**config.mk**
```make
export PLATFORM = sky130hd
export DESIGN_NAME = conv_main_fsm_flat
export DESIGN_NICKNAME = d
export VERILOG_FILES = /design/src/rtl/conv_main_fsm_if.sv /design/src/rtl/conv_main_fsm.sv /design/src/flat_wrapper.sv
export SDC_FILE = /design/constraint.sdc
export NUM_CORES = 2
export LEC_CHECK = 0
export CAP_MARGIN = 20
export CORE_MARGIN = 2
export CORE_UTILIZATION = 30
export CTS_CLUSTER_SIZE = 30
export DETAILED_ROUTE_END_ITERATION = 8
export PLACE_DENSITY = 0.59
export SYNTH_ARGS = -nofsm -noshare
export SYNTH_HDL_FRONTEND = slang
export SYNTH_SLANG_ARGS = --single-unit
```
**constraint.sdc**
```tcl
create_clock -name clk -period 11.2 [get_ports clk]
set_input_delay 2.24 -clock clk [delete_from_list [all_inputs] [get_ports clk]]
set_output_delay 2.24 -clock clk [all_outputs]
set_load 0.03 [all_outputs]
```
**src/rtl/conv_main_fsm_if.sv**
```systemverilog
// DMA request/completion and PE-array handshake between the main control FSM and the datapath.
interface conv_main_fsm_if;
    logic        dma_req_valid;
    logic        dma_req_ready;
    logic        dma_req_write;
    logic [1:0]  dma_req_sel;
    logic [31:0] dma_req_addr;
    logic [31:0] dma_req_len;
    logic        dma_done;
    logic        comp_start;
    logic        comp_first;
    logic [7:0]  comp_och_num;
    logic        comp_done;

    // Control FSM side
    modport master (
        output dma_req_valid, dma_req_write, dma_req_sel, dma_req_addr, dma_req_len,
        input  dma_req_ready, dma_done,
        output comp_start, comp_first, comp_och_num,
        input  comp_done
    );

    // DMA engine / PE array side
    modport slave (
        input  dma_req_valid, dma_req_write, dma_req_sel, dma_req_addr, dma_req_len,
        output dma_req_ready, dma_done,
        input  comp_start, comp_first, comp_och_num,
        output comp_done
    );
endinterface

```
**src/rtl/conv_main_fsm.sv**
```systemverilog
// Main convolution control FSM: per output-channel group, walks the input channels loading
// 3x3 weights, 1x1 weights and the input map, runs the PE array, then stores the output group.
module conv_main_fsm #(
    parameter int unsigned PE_OCH = 8
) (
    input  logic            clk,
    input  logic            rst,
    input  logic [31:0]     IN_ADDR,
    input  logic [31:0]     W3_ADDR,
    input  logic [31:0]     W1_ADDR,
    input  logic [31:0]     OUT_ADDR,
    input  logic [31:0]     START,
    input  logic [31:0]     MAPSIZE,
    input  logic [31:0]     ICH,
    input  logic [31:0]     OCH,
    conv_main_fsm_if.master bus,
    output logic            busy,
    output logic            conv_finish
);
    localparam int unsigned AW = 32;
    localparam int unsigned NW = 8;
    localparam logic [AW-1:0] W3_LEN  = AW'(9 * PE_OCH);
    localparam logic [AW-1:0] W1_LEN  = AW'(PE_OCH);
    localparam logic [AW-1:0] GRP_OCH = AW'(PE_OCH);
    localparam logic [NW-1:0] MAX_NUM = NW'(PE_OCH);
    localparam logic [1:0] SEL_W3  = 2'd0;
    localparam logic [1:0] SEL_W1  = 2'd1;
    localparam logic [1:0] SEL_IN  = 2'd2;
    localparam logic [1:0] SEL_OUT = 2'd3;

    typedef enum logic [2:0] {
        S_IDLE   = 3'd0,
        S_LD_W3  = 3'd1,
        S_LD_W1  = 3'd2,
        S_LD_IN  = 3'd3,
        S_COMP   = 3'd4,
        S_ST_OUT = 3'd5,
        S_FIN    = 3'd6
    } state_t;

    state_t          state_q, state_d;
    logic [AW-1:0]   area_q, area_d, ich_q, ich_d, och_q, och_d;
    logic [AW-1:0]   w3p_q, w3p_d, w1p_q, w1p_d, inp_q, inp_d, outp_q, outp_d;
    logic [AW-1:0]   ich_cnt_q, ich_cnt_d, och_base_q, och_base_d;
    logic            req_valid_q, req_valid_d, req_write_q, req_write_d;
    logic [1:0]      req_sel_q, req_sel_d;
    logic [AW-1:0]   req_addr_q, req_addr_d, req_len_q, req_len_d;
    logic            comp_start_q, comp_start_d, comp_first_q, comp_first_d;
    logic [NW-1:0]   och_num_q, och_num_d;
    logic            busy_q, busy_d, finish_q, finish_d;

    logic [AW-1:0]   map_area;
    logic [AW-1:0]   out_len;
    logic [AW-1:0]   och_left;
    logic            xfer_done;
    logic            unused_bits;

    assign map_area    = AW'(MAPSIZE[15:0]) * AW'(MAPSIZE[15:0]);
    assign out_len     = area_q * GRP_OCH;
    assign unused_bits = ^{START[31:1], MAPSIZE[31:16]};

    // Next-state, pointer updates and next values of all registered outputs
    always_comb begin
        state_d      = state_q;
        area_d       = area_q;
        ich_d        = ich_q;
        och_d        = och_q;
        w3p_d        = w3p_q;
        w1p_d        = w1p_q;
        inp_d        = inp_q;
        outp_d       = outp_q;
        ich_cnt_d    = ich_cnt_q;
        och_base_d   = och_base_q;
        req_valid_d  = req_valid_q;
        req_write_d  = req_write_q;
        req_sel_d    = req_sel_q;
        req_addr_d   = req_addr_q;
        req_len_d    = req_len_q;
        comp_start_d = 1'b0;
        comp_first_d = 1'b0;
        och_num_d    = och_num_q;
        och_left     = '0;

        // A held request drops once accepted; completion only counts after that
        if (req_valid_q && bus.dma_req_ready) begin
            req_valid_d = 1'b0;
        end
        xfer_done = !req_valid_q && bus.dma_done;

        unique case (state_q)
            S_IDLE: begin
                if (START[0]) begin
                    area_d     = map_area;
                    ich_d      = ICH;
                    och_d      = OCH;
                    w3p_d      = W3_ADDR;
                    w1p_d      = W1_ADDR;
                    inp_d      = IN_ADDR;
                    outp_d     = OUT_ADDR;
                    ich_cnt_d  = '0;
                    och_base_d = '0;
                    state_d    = (ICH == '0 || OCH == '0 || map_area == '0) ? S_FIN : S_LD_W3;
                end
            end
            S_LD_W3: begin
                if (xfer_done) begin
                    w3p_d   = w3p_q + W3_LEN;
                    state_d = S_LD_W1;
                end
            end
            S_LD_W1: begin
                if (xfer_done) begin
                    w1p_d   = w1p_q + W1_LEN;
                    state_d = S_LD_IN;
                end
            end
            S_LD_IN: begin
                if (xfer_done) begin
                    inp_d   = inp_q + area_q;
                    state_d = S_COMP;
                end
            end
            S_COMP: begin
                if (bus.comp_done) begin
                    if (ich_cnt_q < ich_q - 32'd1) begin
                        ich_cnt_d = ich_cnt_q + 32'd1;
                        state_d   = S_LD_W3;
                    end else begin
                        ich_cnt_d = '0;
                        state_d   = S_ST_OUT;
                    end
                end
            end
            S_ST_OUT: begin
                if (xfer_done) begin
                    outp_d     = outp_q + out_len;
                    och_base_d = och_base_q + GRP_OCH;
                    if (och_base_d < och_q) begin
                        inp_d   = IN_ADDR;
                        state_d = S_LD_W3;
                    end else begin
                        state_d = S_FIN;
                    end
                end
            end
            S_FIN: begin
                state_d = S_IDLE;
            end
            default: begin
                state_d = S_IDLE;
            end
        endcase

        // Launch the request or compute pass belonging to the state being entered
        if (state_d != state_q) begin
            case (state_d)
                S_LD_W3: begin
                    req_valid_d = 1'b1;
                    req_write_d = 1'b0;
                    req_sel_d   = SEL_W3;
                    req_addr_d  = w3p_d;
                    req_len_d   = W3_LEN;
                end
                S_LD_W1: begin
                    req_valid_d = 1'b1;
                    req_write_d = 1'b0;
                    req_sel_d   = SEL_W1;
                    req_addr_d  = w1p_d;
                    req_len_d   = W1_LEN;
                end
                S_LD_IN: begin
                    req_valid_d = 1'b1;
                    req_write_d = 1'b0;
                    req_sel_d   = SEL_IN;
                    req_addr_d  = inp_d;
                    req_len_d   = area_d;
                end
                S_ST_OUT: begin
                    req_valid_d = 1'b1;
                    req_write_d = 1'b1;
                    req_sel_d   = SEL_OUT;
                    req_addr_d  = outp_d;
                    req_len_d   = out_len;
                end
                S_COMP: begin
                    comp_start_d = 1'b1;
                    comp_first_d = (ich_cnt_d == '0);
                    och_left     = och_q - och_base_d;
                    och_num_d    = (och_left >= GRP_OCH) ? MAX_NUM : NW'(och_left);
                end
                default: begin
                end
            endcase
        end

        busy_d   = (state_d != S_IDLE);
        finish_d = (state_q == S_FIN);
    end

    // State, pointer and output registers with synchronous reset
    always_ff @(posedge clk) begin
        if (rst) begin
            state_q      <= S_IDLE;
            area_q       <= '0;
            ich_q        <= '0;
            och_q        <= '0;
            w3p_q        <= '0;
            w1p_q        <= '0;
            inp_q        <= '0;
            outp_q       <= '0;
            ich_cnt_q    <= '0;
            och_base_q   <= '0;
            req_valid_q  <= 1'b0;
            req_write_q  <= 1'b0;
            req_sel_q    <= '0;
            req_addr_q   <= '0;
            req_len_q    <= '0;
            comp_start_q <= 1'b0;
            comp_first_q <= 1'b0;
            och_num_q    <= '0;
            busy_q       <= 1'b0;
            finish_q     <= 1'b0;
        end else begin
            state_q      <= state_d;
            area_q       <= area_d;
            ich_q        <= ich_d;
            och_q        <= och_d;
            w3p_q        <= w3p_d;
            w1p_q        <= w1p_d;
            inp_q        <= inp_d;
            outp_q       <= outp_d;
            ich_cnt_q    <= ich_cnt_d;
            och_base_q   <= och_base_d;
            req_valid_q  <= req_valid_d;
            req_write_q  <= req_write_d;
            req_sel_q    <= req_sel_d;
            req_addr_q   <= req_addr_d;
            req_len_q    <= req_len_d;
            comp_start_q <= comp_start_d;
            comp_first_q <= comp_first_d;
            och_num_q    <= och_num_d;
            busy_q       <= busy_d;
            finish_q     <= finish_d;
        end
    end

    assign bus.dma_req_valid = req_valid_q;
    assign bus.dma_req_write = req_write_q;
    assign bus.dma_req_sel   = req_sel_q;
    assign bus.dma_req_addr  = req_addr_q;
    assign bus.dma_req_len   = req_len_q;
    assign bus.comp_start    = comp_start_q;
    assign bus.comp_first    = comp_first_q;
    assign bus.comp_och_num  = och_num_q;
    assign busy              = busy_q;
    assign conv_finish       = finish_q;
endmodule

```
**src/flat_wrapper.sv**
```systemverilog
// flat-port wrapper written by rule: the top's interface ports become plain ports
module conv_main_fsm_flat 
#(
    parameter int unsigned PE_OCH = 8
)
  (clk, rst, IN_ADDR, W3_ADDR, W1_ADDR, OUT_ADDR, START, MAPSIZE, ICH, OCH, busy, conv_finish, bus_dma_req_valid, bus_dma_req_write, bus_dma_req_sel, bus_dma_req_addr, bus_dma_req_len, bus_dma_req_ready, bus_dma_done, bus_comp_start, bus_comp_first, bus_comp_och_num, bus_comp_done);
  conv_main_fsm_if bus_i ();
  input  logic clk;
  input  logic rst;
  input  logic [31:0] IN_ADDR;
  input  logic [31:0] W3_ADDR;
  input  logic [31:0] W1_ADDR;
  input  logic [31:0] OUT_ADDR;
  input  logic [31:0] START;
  input  logic [31:0] MAPSIZE;
  input  logic [31:0] ICH;
  input  logic [31:0] OCH;
  output logic busy;
  output logic conv_finish;
  output wire logic [$bits(bus_i.dma_req_valid)-1:0] bus_dma_req_valid;
  output wire logic [$bits(bus_i.dma_req_write)-1:0] bus_dma_req_write;
  output wire logic [$bits(bus_i.dma_req_sel)-1:0] bus_dma_req_sel;
  output wire logic [$bits(bus_i.dma_req_addr)-1:0] bus_dma_req_addr;
  output wire logic [$bits(bus_i.dma_req_len)-1:0] bus_dma_req_len;
  input wire logic [$bits(bus_i.dma_req_ready)-1:0] bus_dma_req_ready;
  input wire logic [$bits(bus_i.dma_done)-1:0] bus_dma_done;
  output wire logic [$bits(bus_i.comp_start)-1:0] bus_comp_start;
  output wire logic [$bits(bus_i.comp_first)-1:0] bus_comp_first;
  output wire logic [$bits(bus_i.comp_och_num)-1:0] bus_comp_och_num;
  input wire logic [$bits(bus_i.comp_done)-1:0] bus_comp_done;
  assign bus_dma_req_valid = bus_i.dma_req_valid;
  assign bus_dma_req_write = bus_i.dma_req_write;
  assign bus_dma_req_sel = bus_i.dma_req_sel;
  assign bus_dma_req_addr = bus_i.dma_req_addr;
  assign bus_dma_req_len = bus_i.dma_req_len;
  assign bus_i.dma_req_ready = bus_dma_req_ready;
  assign bus_i.dma_done = bus_dma_done;
  assign bus_comp_start = bus_i.comp_start;
  assign bus_comp_first = bus_i.comp_first;
  assign bus_comp_och_num = bus_i.comp_och_num;
  assign bus_i.comp_done = bus_comp_done;
  conv_main_fsm #(.PE_OCH(PE_OCH)) u_core (.clk(clk), .rst(rst), .IN_ADDR(IN_ADDR), .W3_ADDR(W3_ADDR), .W1_ADDR(W1_ADDR), .OUT_ADDR(OUT_ADDR), .START(START), .MAPSIZE(MAPSIZE), .ICH(ICH), .OCH(OCH), .bus(bus_i), .busy(busy), .conv_finish(conv_finish));
endmodule
```
# Word-level counts from Yosys, hierarchy flattened

Cells that the tools add are included.

Input bits: 261
Register bits: 371
Output and inout bits: 80
Logic and storage cells: 109

Add/subtract/negate cells: 8
Reductions and logical operators: 21
Order comparisons: 3
Multipliers: 1
Mux-type cells: 42
Bitwise logic cells: 2
Equal/unequal tests: 12

Operator list:

| kind                  | number |
|---|---|
| $mux 32               | 17 |
| $pmux 32 s2           | 5 |
| $pmux 32 s4           | 2 |
| $logic_not 32->1      | 4 |
| $pmux 32 s3           | 1 |
| $add 32x32->32        | 2 |
| $add 32x4->32 const B | 2 |
| $lt 32x32->1          | 2 |
| $add 32x1->32 const B | 1 |
| $add 32x7->32 const B | 1 |
| $ge 32x4->1 const B   | 1 |
| $mul 16x16->32        | 1 |
| $sub 32x1->32 const B | 1 |
| $sub 32x32->32        | 1 |
| $mux 3                | 9 |
| $pmux 3 s6            | 1 |
| $eq 3x3->1 const B    | 5 |
| $eq 3x2->1 const B    | 4 |
| $mux 8                | 1 |
| $pmux 2 s4            | 1 |
| $reduce_and 2->1      | 4 |
| $eq 3x1->1 const B    | 2 |
| $reduce_or 3->1       | 2 |
| $mux 1                | 4 |
| 12 further kinds      | 15 |

# Depth between registers and ports, before layout

Depth in word-level cells: 10
Mapped depth: 30
Depth with buffers taken out: 27

# Worst setup path after synthesis

OpenSTA, ideal clock, no wires.

Kind: input to register
Start point: input port MAPSIZE[1]
End point: register u_core.req_addr_q[2], in the netlist u_core.bus.dma_req_addr[2]
Path slack: 2246 ps
Setup time: 128 ps
Data required time: 11072 ps
Buffers on the path: 5
Cell stages on the path: 27
Data arrival time: 8826 ps
Cell sequence: buf_1 -> clkbuf_1 -> and2_1 -> fa_1 -> fa_1 -> fa_1 -> inv_1 -> fa_1 -> fa_1 -> fa_1 -> inv_1 -> ha_1 -> clkbuf_1 -> a21o_1 -> a31o_2 -> a221oi_1 -> nand2_1 -> a31oi_1 -> xor2_1 -> o2111ai_1 -> nor4_2 -> nand4_1 -> nand3b_2 -> buf_6 -> buf_6 -> mux2i_1 -> nor2_1

Cells in the longest elaborated chain, start to end: 9
Elaborated cells on any way between the ends: 14
Classes of those cells: mul (1); eq/ne (5); mux (4); reduce/logical (4)

RTL lines:

| item                                     | RTL line             | text |
|---|---|---|
| from (decl)                              | flat_wrapper.sv:15   | `input logic [31:0] MAPSIZE;` |
| $mul 16x16->32 (*)                       | conv_main_fsm.sv:58  | `assign map_area = AW'(MAPSIZE[15:0]) * AW'(MAPSIZE[15:0]);` |
| $logic_not 32->1 (*)                     | conv_main_fsm.sv:102 | `state_d = (ICH == '0 \|\| OCH == '0 \|\| map_area == '0) ? S_FIN : S_LD_W3;` |
| $logic_or 1x1->1 (*)                     | conv_main_fsm.sv:102 |  |
| $mux 3 (*)                               | conv_main_fsm.sv:102 |  |
| $mux 3 (*)                               | conv_main_fsm.sv:92  | `if (START[0]) begin` |
| $pmux 3 s6 (*)                           | conv_main_fsm.sv:90  | `unique case (state_q)` |
| $eq 3x1->1, or another cell as far along | conv_main_fsm.sv:156 | `case (state_d)` |
| $reduce_bool 4->1 (no source line)       | -                    |  |
| $reduce_and 2->1 (no source line)        | -                    |  |
| to (signal assigned)                     | conv_main_fsm.sv:237 | `req_addr_q <= req_addr_d;` |
| to (decl)                                | conv_main_fsm.sv:47  | `logic [AW-1:0] req_addr_q, req_addr_d, req_len_q, req_len_d;` |

Mark *: on every way between the ends. The rest lies on a longest branch, timed or not.
A chain may end at the register's enable or synchronous reset.

# Worst setup path after layout

Start point: input port MAPSIZE[5]
End point: register u_core.req_addr_q[23], in the netlist u_core.bus.dma_req_addr[23]

Same word-level chain as after synthesis.

==> impl_metrics.csv <==
group,metric,value,unit
global_route,grt_pass1_vias,29900,
clock_network,cts-buffers-inserted,44,
yosys,yosys.area.top_type,"dfxtp_1",
yosys,synth-seq-area-share,0.230,
finish,fin_cells,5762,
drt,finalWirelength,118,mm
worst_setup_path,cpPeakStageDelay,0.95,ns
pwr,powerDensity,218,nW/um^2
yosys,yosysWarnings,0,
yosys,avgSynthCellArea,7.79,sq um
floorplanning,initial_utilization,0.302,
timing,fmax,100,MHz
yosys,synth_area_leaders,"dfxtp_1, fa_1, ha_1, a21oi_1, nand2_1",
worst_setup_path,r2r_start,"u_core.och_base_q[5]",
timing,grt_setup_unrepaired,"no",
worst_setup_path,crit_family,"adder cells",
yosys,yosysUniqueCellTypes,89,
place,numPortBuffers,293,
clock_network,hold_buffers,0,
drt,drtIter0Drc,2902,
global_route,grt_first_pass_wirelength,180,mm
yosys,synth.top_cell.area_share,0.230,
worst_setup_path,crit_buf_inv,5,
pwr,p_leak,16.0,nW
yosys,yosysMostFrequentCell,"nand2_1",
finish,area_growth_syn_to_layout,18.4,%
floorplanning,fp.coreArea,107000,sq um
worst_setup_path,worstPathMaxFanout,84,
finish,postLayoutCoreUtil,0.358,
global_route,grt.total_usage,0.207,
drt,post-route-drc-count,0,
yosys,synthTopCellsByCount,"nand2_1, nor2_1, dfxtp_1, a21oi_1, inv_1",
worst_setup_path,crit_type,"input port to flop",
place,placed_cells,5675,
worst_hold_path,min_path_cells,2,
finish,drive_above_1_share,0.0466,
floorplanning,die_h,332,microns
worst_setup_path,slowest_stage,"clkdlybuf4s50_1",
clock_network,clk_pin_slew,0.06,ns
place,place_congestion,0.943,
worst_setup_path,crit_path_start_kind,"input port",
timing,fin_tns_setup,0,ns
floorplanning,die_w,332,microns
yosys,synthFlopType,"dfxtp_1",
timing,finClkSkew,0.0352,ns
global_route,overflow,0,
clock_network,clock_path_buffers,3,
timing,post-route-min-period,9.96,ns
worst_setup_path,reg2reg_slack,4.20,ns
clock_network,htreeDepth,2,
drt,ant_nets,0,
yosys,synth_fp_nets,4825,
finish,nFillCells,11200,
worst_setup_path,cp-end-kind,"flop",
timing,hold_ws,0.456,ns
yosys,synth-edff-count,0,
clock_network,insertion_delay,0.62,ns
yosys,syn_area,32300,sq um
drt,dr.pass1.iters,6,
worst_setup_path,cp.required,11.70,ns
drt,route.detailed.vias_per_inst,5.47,
timing,fin_crit_sh,0.889,
yosys,ys_ff_latch,371,
drt,vias,31500,
worst_setup_path,cp-startpoint,"MAPSIZE[5]",
yosys,syn_inst,4147,
clock_network,cts_setup_buffers,0,
clock_network,cts_root_buf,"clkbuf_16",
worst_setup_path,cp_num_cells,25,
timing,finalMaxSlewViolations,0,
worst_hold_path,hold_class,"flop to flop",
worst_setup_path,r2r_cells,23,
clock_network,cts_resized,0,
run,max-cap-violations,0,
floorplanning,ioPinCount,341,
finish,nets,4997,
timing,setup_viol,0,
clock_network,cts_tree,"built",
clock_network,cts_sinks,371,
place,post-dp-hpwl,91.4,mm
global_route,grt_max_degree,85,
timing,max_slew.worst_pin.slew,1.02,ns
timing,slew_headroom,0.323,
floorplanning,fp-row-count,120,
status,outcome,"finished, final reports clean",
drt,wl_per_cell,20.5,microns
floorplanning,die-area,110000,sq um
worst_setup_path,worstPathArrival,10.45,ns
pwr,ir_drop,0.295,mV
worst_hold_path,min-delay-start,"u_core.bus.comp_och_num[2]",
timing,hold_viol_final,0,
worst_setup_path,crit_path_frequent_cell,"fa_1",
global_route,antenna_found_initial,11,
yosys,synthArstFlopShare,0,
area by class of cell:
| cell class | instances | area, sq um | area share |
|---|---|---|---|
| Tap cell | 1403 | 1760 | 0.0459 |
| Sequential cell | 371 | 7430 | 0.194 |
| Antenna cell | 4 | 10.0 | 0.000262 |
| Clock buffer | 58 | 1250 | 0.0328 |
| Timing Repair Buffer | 347 | 3350 | 0.0876 |
| Multi-Input combinational cell | 3268 | 23000 | 0.601 |
| Clock inverter | 24 | 390 | 0.0102 |
| Inverter | 287 | 1080 | 0.0282 |
routing by layer:
metal  GRT usage  vias up  wire length [microns]
li1            -    15100                      -
met1       0.281    15200                  52200
met2       0.332     1094                  52500
met3      0.0289      188                   8700
met4      0.0776        6                   4600
met5           0        -                     41
sequential cells by signal, summed over array words and instances (netlist names), 2 cells and up:
name,cells
u_core.bus.dma_req_sel,2
u_core.w3p_q,32
u_core.outp_q,32
u_core.ich_cnt_q,32
u_core.och_q,32
u_core.state_q,3
u_core.och_base_q,32
u_core.inp_q,32
u_core.area_q,32
u_core.bus.dma_req_addr,32
u_core.bus.comp_och_num,8
u_core.w1p_q,32
u_core.bus.dma_req_len,32
u_core.ich_q,32
worst register-to-register path: stages, from the launching register on:
cell and delay (ns):
dfxtp_1 0.42, nand3_2 0.18, nor2_1 0.24, nand2_1 0.14, nor3_1 0.37, nand3_1 0.25
or2_2 0.40, nor3_1 0.43, nand3_1 0.21, xnor2_1 0.17, ha_1 0.27, nand4_1 0.13
nor2_1 0.35, o221ai_1 0.24, o211ai_1 0.35, a211o_1 0.18, buf_4 0.29, nand2_1 0.20
a32oi_4 0.58, buf_4 0.69, nand2_1 0.19, a21oi_1 0.32, nor3_1 0.09, a31o_2 0.24
worst paths after layout:
kind | end
max reg2reg | u_core.bus.dma_req_addr[23]
min reg2reg | u_core.bus.comp_och_num[2]
min | u_core.bus.comp_och_num[2]
max | u_core.bus.dma_req_addr[23]
placed cells by master, fill, tap and decap left out, types with 106 or more instances in the layout:
| cell type | netlist | routed |
|---|---|---|
| nand3_1 | 106 | 106 |
| inv_1 | 287 | 286 |
| clkdlybuf4s50_1 | 0 | 291 |
| nand2_1 | 465 | 464 |
| nor2_1 | 441 | 437 |
| ha_1 | 249 | 249 |
| a21oi_1 | 351 | 350 |
| o21ai_0 | 203 | 203 |
| dfxtp_1 | 371 | 370 |
| fa_1 | 168 | 168 |
cells by family after synthesis:
| logic type | count (synthesis) | synth area share |
|---|---|---|
| AOI/OAI and AO/OA | 1070 | 0.214 |
| muxes | 89 | 0.0283 |
| DFF | 371 | 0.230 |
| buffers and inverters | 508 | 0.0612 |
| adders and majority gates | 417 | 0.201 |
| xor gates and xnor gates | 141 | 0.0382 |
| and+or+nand+nor | 1551 | 0.228 |
where the power goes:
part,internal [mW],switching (mW)
sequential,1.47,0.186
clock,0.982,0.660
combinational,2.00,3.05
total,4.45,3.90
metrics by stage:
step                instance area, sq um  setup slack [ns]  power (mW)
detailed placement                 36600             0.787        6.67
finish                             38300              1.24        8.34
global route                       38200             0.907        9.05
floorplan                          32300              2.25        5.36
global placement                   36600             0.801        6.62
CTS                                38200              1.40        8.34
No activity file was read; power rests on OpenSTA's default activity.
